File: src/rtl/stream_mux_rr_if.sv
// stream_mux_rr_if
// Handshake and data bundle for stream_mux_rr. Directions in the signal
// suffixes (_i/_o) are as seen by the multiplexer. The slave modport is
// the multiplexer's view; the master modport is the producers' and
// consumer's view.
interface stream_mux_rr_if #(
    parameter int SIZE     = 32,
    parameter int CHANNELS = 4
);
    localparam int SEL_W = (CHANNELS > 1) ? $clog2(CHANNELS) : 1;

    logic [CHANNELS*SIZE-1:0] data_i;   // channel k at [k*SIZE +: SIZE]
    logic [CHANNELS-1:0]      valid_i;  // channel k offers a word
    logic [CHANNELS-1:0]      ready_o;  // channel k's word is taken this cycle
    logic [SIZE-1:0]          data_o;   // registered output word
    logic                     valid_o;  // data_o holds an untaken word
    logic                     ready_i;  // consumer takes data_o this cycle
    logic [SEL_W-1:0]         sel_o;    // source channel of data_o

    modport slave (
        input  data_i, valid_i, ready_i,
        output ready_o, data_o, valid_o, sel_o
    );

    modport master (
        output data_i, valid_i, ready_i,
        input  ready_o, data_o, valid_o, sel_o
    );
endinterface

File: src/rtl/stream_mux_rr.sv
// stream_mux_rr
// N-input to 1-output stream multiplexer with an internal arbiter and a
// registered output stage. One word per cycle at full rate, one cycle of
// latency, no combinational path from data_i to any output.
//
// Build option:
//   STREAM_MUX_RR_EN defined   -> round-robin arbitration; a pointer
//                                 register remembers the last winner and
//                                 the search starts just above it.
//   STREAM_MUX_RR_EN undefined -> fixed priority, lowest requesting index
//                                 wins; no pointer register exists.
module stream_mux_rr #(
    parameter int SIZE     = 32,
    parameter int CHANNELS = 4
) (
    input  logic           clk_i,
    input  logic           rst_i,   // asynchronous, active-low
    stream_mux_rr_if.slave bus
);
    localparam int SEL_W = (CHANNELS > 1) ? $clog2(CHANNELS) : 1;

    // Output register stage
    logic [SIZE-1:0]     r_data;
    logic                r_valid;
    logic [SEL_W-1:0]    r_sel;

    // Arbitration and handshake
    logic                w_load_en;     // output stage can take a word
    logic                w_any_req;     // at least one channel requests
    logic                w_in_xfer;     // an input transfer happens this cycle
    logic [CHANNELS-1:0] w_grant;       // one-hot (or zero) grant
    logic [SEL_W-1:0]    w_grant_idx;   // binary index of the granted channel
    logic [SIZE-1:0]     w_grant_data;  // word of the granted channel

    // The output stage is free when empty or being drained this cycle.
    assign w_load_en = !r_valid || bus.ready_i;

`ifdef STREAM_MUX_RR_EN
    localparam logic [SEL_W-1:0] LAST_CH = SEL_W'(CHANNELS - 1);

    logic [SEL_W-1:0] r_ptr;  // channel that won the last accepted transfer

    // Round-robin search: first requester at or after ptr+1, wrapping.
    always_comb begin : p_arb
        int ch;
        // NOTE: every variable gets a default before any branch, so no
        // path leaves it unassigned and no latch is inferred.
        ch          = 0;
        w_grant     = '0;
        w_grant_idx = '0;
        w_any_req   = 1'b0;
        for (int i = 1; i <= CHANNELS; i++) begin
            ch = int'(r_ptr) + i;
            if (ch >= CHANNELS) begin
                ch = ch - CHANNELS;
            end
            if (!w_any_req && bus.valid_i[ch]) begin
                w_any_req   = 1'b1;
                w_grant[ch] = 1'b1;
                w_grant_idx = SEL_W'(ch);
            end
        end
    end

    // Pointer follows the winner of each accepted input transfer.
    always_ff @(posedge clk_i or negedge rst_i) begin
        if (!rst_i) begin
            r_ptr <= LAST_CH;  // channel 0 gets first priority after reset
        end else if (w_in_xfer) begin
            r_ptr <= w_grant_idx;
        end
    end
`else
    // Fixed priority: the lowest requesting index wins.
    always_comb begin : p_arb
        w_grant     = '0;
        w_grant_idx = '0;
        w_any_req   = 1'b0;
        for (int ch = 0; ch < CHANNELS; ch++) begin
            if (!w_any_req && bus.valid_i[ch]) begin
                w_any_req   = 1'b1;
                w_grant[ch] = 1'b1;
                w_grant_idx = SEL_W'(ch);
            end
        end
    end
`endif

    // AND-OR select of the granted channel's word; the grant is one-hot,
    // so at most one term contributes.
    always_comb begin : p_data_sel
        w_grant_data = '0;
        for (int c = 0; c < CHANNELS; c++) begin
            if (w_grant[c]) begin
                w_grant_data = w_grant_data | bus.data_i[c*SIZE +: SIZE];
            end
        end
    end

    // A grant only becomes a handshake when the output stage can load.
    // Reset forces ready_o low even though the empty stage would otherwise
    // report load_en=1.
    assign w_in_xfer   = rst_i && w_load_en && w_any_req;
    assign bus.ready_o = (rst_i && w_load_en) ? w_grant : '0;

    // Output stage: load on an input transfer, empty on a pure drain,
    // hold otherwise (including under backpressure).
    always_ff @(posedge clk_i or negedge rst_i) begin
        // NOTE: sequential state uses non-blocking assignments so every
        // register samples pre-edge values regardless of block order.
        if (!rst_i) begin
            // NOTE: data and select are reset as well as valid, because
            // both are visible on ports and must read 0 during reset.
            r_valid <= 1'b0;
            r_data  <= '0;
            r_sel   <= '0;
        end else if (w_in_xfer) begin
            r_valid <= 1'b1;
            r_data  <= w_grant_data;
            r_sel   <= w_grant_idx;
        end else if (r_valid && bus.ready_i) begin
            r_valid <= 1'b0;
        end
    end

    assign bus.data_o  = r_data;
    assign bus.valid_o = r_valid;
    assign bus.sel_o   = r_sel;

    // Run-time properties of the handshake.
    // At most one channel is ever granted.
    a_ready_onehot : assert property (
        @(posedge clk_i) disable iff (!rst_i) $onehot0(bus.ready_o)
    );

    // A full, stalled output stage grants nobody.
    a_no_grant_when_stalled : assert property (
        @(posedge clk_i) disable iff (!rst_i)
        (r_valid && !bus.ready_i) |-> (bus.ready_o == '0)
    );

    // A stalled word holds its value, source and valid flag.
    a_hold_under_backpressure : assert property (
        @(posedge clk_i) disable iff (!rst_i)
        (r_valid && !bus.ready_i) |=> (r_valid && $stable(r_data) && $stable(r_sel))
    );

    // Any granted channel must actually be requesting.
    a_grant_implies_request : assert property (
        @(posedge clk_i) disable iff (!rst_i)
        ((bus.ready_o & ~bus.valid_i) == '0)
    );
endmodule

File: src/flat_wrapper.sv
// flat-port wrapper written by rule: the top's interface ports become plain ports
module stream_mux_rr_flat 
#(
    parameter int SIZE     = 32,
    parameter int CHANNELS = 4
)
  (clk_i, rst_i, bus_data_i, bus_valid_i, bus_ready_i, bus_ready_o, bus_data_o, bus_valid_o, bus_sel_o);
  stream_mux_rr_if #(.SIZE(SIZE), .CHANNELS(CHANNELS)) bus_i ();
  input  logic clk_i;
  input  logic rst_i;
  input wire logic [$bits(bus_i.data_i)-1:0] bus_data_i;
  input wire logic [$bits(bus_i.valid_i)-1:0] bus_valid_i;
  input wire logic [$bits(bus_i.ready_i)-1:0] bus_ready_i;
  output wire logic [$bits(bus_i.ready_o)-1:0] bus_ready_o;
  output wire logic [$bits(bus_i.data_o)-1:0] bus_data_o;
  output wire logic [$bits(bus_i.valid_o)-1:0] bus_valid_o;
  output wire logic [$bits(bus_i.sel_o)-1:0] bus_sel_o;
  assign bus_i.data_i = bus_data_i;
  assign bus_i.valid_i = bus_valid_i;
  assign bus_i.ready_i = bus_ready_i;
  assign bus_ready_o = bus_i.ready_o;
  assign bus_data_o = bus_i.data_o;
  assign bus_valid_o = bus_i.valid_o;
  assign bus_sel_o = bus_i.sel_o;
  stream_mux_rr #(.SIZE(SIZE), .CHANNELS(CHANNELS)) u_core (.clk_i(clk_i), .rst_i(rst_i), .bus(bus_i));
endmodule
File: config.mk
export PLATFORM = sky130hd
export DESIGN_NAME = stream_mux_rr_flat
export DESIGN_NICKNAME = d
export VERILOG_FILES = /design/src/rtl/stream_mux_rr_if.sv /design/src/rtl/stream_mux_rr.sv /design/src/flat_wrapper.sv
export SDC_FILE = /design/constraint.sdc
export NUM_CORES = 1
export LEC_CHECK = 0
export BUFFER_PORTS_ARGS = -buffer_cell sky130_fd_sc_hd__buf_4
export CAP_MARGIN = 10
export CORE_ASPECT_RATIO = 1.2
export CORE_MARGIN = 3
export CORE_UTILIZATION = 42
export CTS_BUF_LIST = sky130_fd_sc_hd__clkbuf_4 sky130_fd_sc_hd__clkbuf_8 sky130_fd_sc_hd__clkbuf_16
export DETAILED_ROUTE_END_ITERATION = 12
export PLACE_DENSITY_LB_ADDON = 0.08
export SLEW_MARGIN = 40
export SYNTH_ARGS = -nofsm -noshare
export SYNTH_HDL_FRONTEND = slang
export SYNTH_SLANG_ARGS = --single-unit
File: constraint.sdc
create_clock -name clk_i -period 2.16 [get_ports clk_i]
set_clock_uncertainty 0.1 [all_clocks]
set_input_delay 0.432 -clock clk_i [delete_from_list [all_inputs] [get_ports clk_i]]
set_output_delay 0.432 -clock clk_i [all_outputs]
set_load 0.1 [all_outputs]
## After elaboration in Yosys (flattened, before gate mapping)

Cells that the tools add are included.

| operators by class | value |
|---|---|
| muxes and demuxes | 17 |
| bitwise gates (word level) | 3 |
| reduce and logical (&&, ||, !) cells | 12 |

Operators with widths:

| operator | number |
|---|---|
| 32-bit 2-to-1 mux | 4 |
| 32-bit bitwise OR | 3 |
| 1-bit 2-to-1 mux | 10 |
| 1-bit logical AND | 6 |
| 1-bit zero test | 4 |
| 2-bit 2-to-1 mux | 2 |
| 4-bit 2-to-1 mux | 1 |
| 2-bit nonzero test | 1 |
| 1-bit logical OR | 1 |

| storage, ports and cells | value |
|---|---|
| register bits | 35 |
| output and inout bits | 39 |
| logic and storage cells | 35 |

## Logic depth before layout (Yosys ltp)

| logic depth | value |
|---|---|
| depth in word-level cells | 12 |
| depth in mapped cells | 7 |
| depth with buffers taken out | 3 |

## Worst setup path after synthesis

No wires, ideal clock.

| timing path | value |
|---|---|
| path kind | reg-to-output |
| start point | register u_core.r_valid, in the netlist u_core.bus.valid_o |
| end point | output bus_ready_o[1] |
| arrival | 3447 ps |
| required time | 1628 ps |
| slack | -1819 ps |
| stages on the path, launching flop included | 5 |
| path buffers | 1 |
| cell sequence | dfrtp_1 > nand2b_1 > clkbuf_1 > nand2_1 > nor3_1 |

| on the way | value |
|---|---|
| word-level cells in the longest chain between the ends | 4 |

RTL lines:

| element | RTL line | source |
|---|---|---|
| from (decl) | stream_mux_rr.sv:24 | `logic r_valid;` |
| from (signal assigned) | stream_mux_rr.sv:114 | `r_valid <= 1'b0;` |
| from (signal assigned) | stream_mux_rr.sv:118 | `r_valid <= 1'b1;` |
| from (signal assigned) | stream_mux_rr.sv:122 | `r_valid <= 1'b0;` |
| 1-bit zero test | stream_mux_rr.sv:36 | `assign w_load_en = !r_valid \|\| bus.ready_i;` |
| 1-bit logical OR | stream_mux_rr.sv:36 |  |
| 1-bit logical AND | stream_mux_rr.sv:104 | `assign bus.ready_o = (rst_i && w_load_en) ? w_grant : '0;` |
| 4-bit 2-to-1 mux | stream_mux_rr.sv:104 |  |
| to (decl) | flat_wrapper.sv:14 | `output wire logic [$bits(bus_i.ready_o)-1:0] bus_ready_o;` |

Every way passes these cells.

## Worst setup path after layout

Same ends and word-level chain as after synthesis.

==> flow_summary.json <==
{
  "status": "finished, final reports clean",
  "yosysSeqAreaShare": 0.349,
  "grt_max_degree": 38,
  "cp.buffers_inverters": 1,
  "whs_ns": 0.0946,
  "ir_worst_vdd_v": 0.000406,
  "crit_path_max_incr_delay_ns": 0.52,
  "routed_via_density": 5.44,
  "worstPathCellList": "nand2b_4, nand2_8, nor3_4, buf_4",
  "synth-edff-count": 0,
  "nets": 608,
  "synth.area.mux_share": 0,
  "fp.dieW_um": 76.6,
  "ys_warn_count": 0,
  "crit_family": "flip-flops",
  "synthAdderAreaFrac": 0,
  "coreArea_um2": 5710,
  "synthDistinctLibCells": 22,
  "powerDensity_nw_per_um2": 774,
  "drive_gt1_frac": 0.432,
  "vias": 3011,
  "tightestPinTransition_ns": 0.380,
  "grt_pass1_wl_mm": 13.9,
  "synth_most_common_cell": "a31oi_1",
  "clkPwrFrac": 0.197,
  "seqPwrFrac": 0.269,
  "final_util": 0.704,
  "setup.worst_path.start_class": "register",
  "antenna_left": 0,
  "synth_area_leaders": "dfrtp_1 (35%), a31oi_1 (16%), a22o_1 (11%)",
  "grt_antenna_before_repair": 0,
  "synth_fp_nets": 451,
  "grt_use_total": 0.243,
  "synth_compound_area_frac": 0.347,
  "setup_tns_ns": 0,
  "cts_buffers": 5,
  "synth_common_cells": "a31oi_1 (64), dfrtp_1 (35), nand2_1 (35), inv_1 (34), a21oi_1 (33)",
  "htree_levels": 2,
  "cp_slowest_cell": "dfrtp_4",
  "multi_input_area_um2": 1390,
  "routabilityCongestion": 0.827,
  "rsz0062_at_grt": "no",
  "intPower_uw": 1610,
  "path_clk_slew_ns": 0.07,
  "critPathKind": "reg -> out",
  "regArea_um2": 880,
  "ys.flop_type": "dfrtp_1",
  "drt_iter0_drc": 152,
  "first_pass_iters": 4,
  "slew-limit-headroom": 0.747,
  "yosys.area.top_type_share": 0.349,
  "finalHoldViolations": 0,
  "postSynthAreaPerCell_um2": 7.94,
  "cts_tree": "built",
  "cts_resized": 0,
  "p_leak_uw": 0.00192,
  "syn_to_final_growth_pct": 60.1,
  "r2r_end": "u_core.bus.data_o[2]$_DFFE_PN0P_",
  "cts_root_buffer": "clkbuf_8",
  "antenna_cells": 0,
  "crit_fanout": 10,
  "drc": 0,
  "dp_hpwl_mm": 6.47,
  "clk_latency_ns": 0.29,
  "r2r_start": "u_core.bus.valid_o$_DFFE_PN0P_",
  "synthArstFlopShare": 1.00,
  "slew_violations": 0,
  "arrival_ns": 1.56,
  "rows": 30,
  "die-area_um2": 6940,
  "ys_seq_elements": 35,
  "start_util": 0.440,
  "yosys.area_share.xor_xnor": 0,
  "p_comb_frac": 0.534,
  "post-route-period-util": 0.967,
  "detail_route.wl_per_cell_um": 15.9,
  "ioPinCount": 174,
  "clkSinkCount": 35,
  "clockBufferDepth": 2,
  "crit_required_ns": 1.63,
  "regToRegSetupSlack_ns": 0.58,
  "setup_viol": 0,
  "grt_pass1_vias": 2987,
  "rr_worst_depth": 3,
  "p_sw_uw": 1500,
  "wirelength_mm": 8.82,
  "fin_crit_ns": 2.09,
  "power_uw": 3110,
  "synth_area_leader_cell": "dfrtp_1",
  "fillers": 537,
  "portBuffers": 173,
  "die_y_um": 90.7,
  "maxCapViolCount": 0,
  "syn_area_um2": 2510,
  "synth-simple-area-share": 0.178,
  "syn_inst": 316,
  "switching_share": 0.481,
  "max_freq_mhz": 479,
  "hold_class": "in -> async",
  "grt_overflow_total": 0,
  "synth_top_family_by_area": "compound AO/OA/AOI/OAI gates",
  "endpoint_kind": "output pin"
}
## placed cells by master (no fill, tap or decap), drive strengths merged
cell type,synthesis,routed
or4,1,1
and3,3,3
nand3,1,1
a22o,32,32
o22a,1,1
nand3b,32,32
nor4b,1,1
o211ai,1,1
a21oi,33,33
a31oi,64,64
nor3,1,1
bufinv,0,1
nor2,2,2
buf,10,186
clkbuf,28,6
nand2,35,35
a2bb2oi,1,1
inv,34,34
dlygate4sd3,0,1
nand2b,1,2
dfrtp,35,35
clkinv,0,1
## worst reg2reg max path, cell delays in order, from the launching register on
cell	delay, ns
dfrtp_4	0.52
nand2b_4	0.20
and3_4	0.47
a31oi_1	0.16
## how the worst max path moves through the flow
stage,start,end,slack (ns),cells past startpoint
floorplan,u_core.bus.valid_o$_DFFE_PN0P_,bus_ready_o[1],-0.14,4
global placement,bus_valid_i[0],bus_ready_o[3],0.24,4
detailed placement,bus_valid_i[0],bus_ready_o[3],0.21,4
CTS,u_core.bus.valid_o$_DFFE_PN0P_,bus_ready_o[1],0.02,4
global route,u_core.bus.valid_o$_DFFE_PN0P_,bus_ready_o[1],0.02,4
finish,u_core.bus.valid_o$_DFFE_PN0P_,bus_ready_o[1],0.07,4
## cell families after synthesis
logic type,count (synthesis)
compound gates,132
buf+inv,72
flops,35
simple gates,77
## metrics by stage
stage / instances / setup WS, ns / instance area (um^2)
2_1_floorplan: 316 / -0.139 / 2600
3_3_place_gp: 544 / 0.236 / 3880
3_5_place_dp: 544 / 0.209 / 3880
4_1_cts: 553 / 0.0156 / 4010
5_1_grt: 554 / 0.0184 / 4020
6_report: 554 / 0.0702 / 4020
## layer usage
metal | wire length [um] | global-route usage | vias to the layer above
met2 | 4560 | 0.429 | 132
met1 | 3460 | 0.286 | 1392
met4 | 188 | 0.0906 | 0
li1 | - | - | 1470
met5 | 0 | 0 | -
met3 | 607 | 0.0559 | 17
## timing repair
item	4_1_cts	5_1_grt
hold buffers	1	0
endpoints found under the setup margin	0	1
buffers inserted	0	0
hold endpoints to repair	3	0
## power by group through the flow
stage | combinational, uW | sequential (uW) | clock [uW]
global placement | 1650 | 841 | 0
CTS | 1660 | 833 | 629
finish | 1660 | 835 | 613
global route | 1730 | 850 | 649
floorplan | 358 | 1680 | 0
detailed placement | 1660 | 846 | 0
## sequential cells by signal, summed over array words and instances (netlist names)
signal and flops:
u_core.bus.sel_o 2, u_core.bus.data_o 32, u_core.bus.valid_o 1
## final cells by class
| cell class | instances | area share |
|---|---|---|
| clock buffer | 6 | 0.0206 |
| clock inverter | 2 | 0.00872 |
| inverter | 34 | 0.0318 |
| multi-input combinational | 210 | 0.345 |
| sequential | 35 | 0.219 |
| tap | 80 | 0.0249 |
| timing repair buffer | 187 | 0.350 |
(Power assumes the default switching activity.)
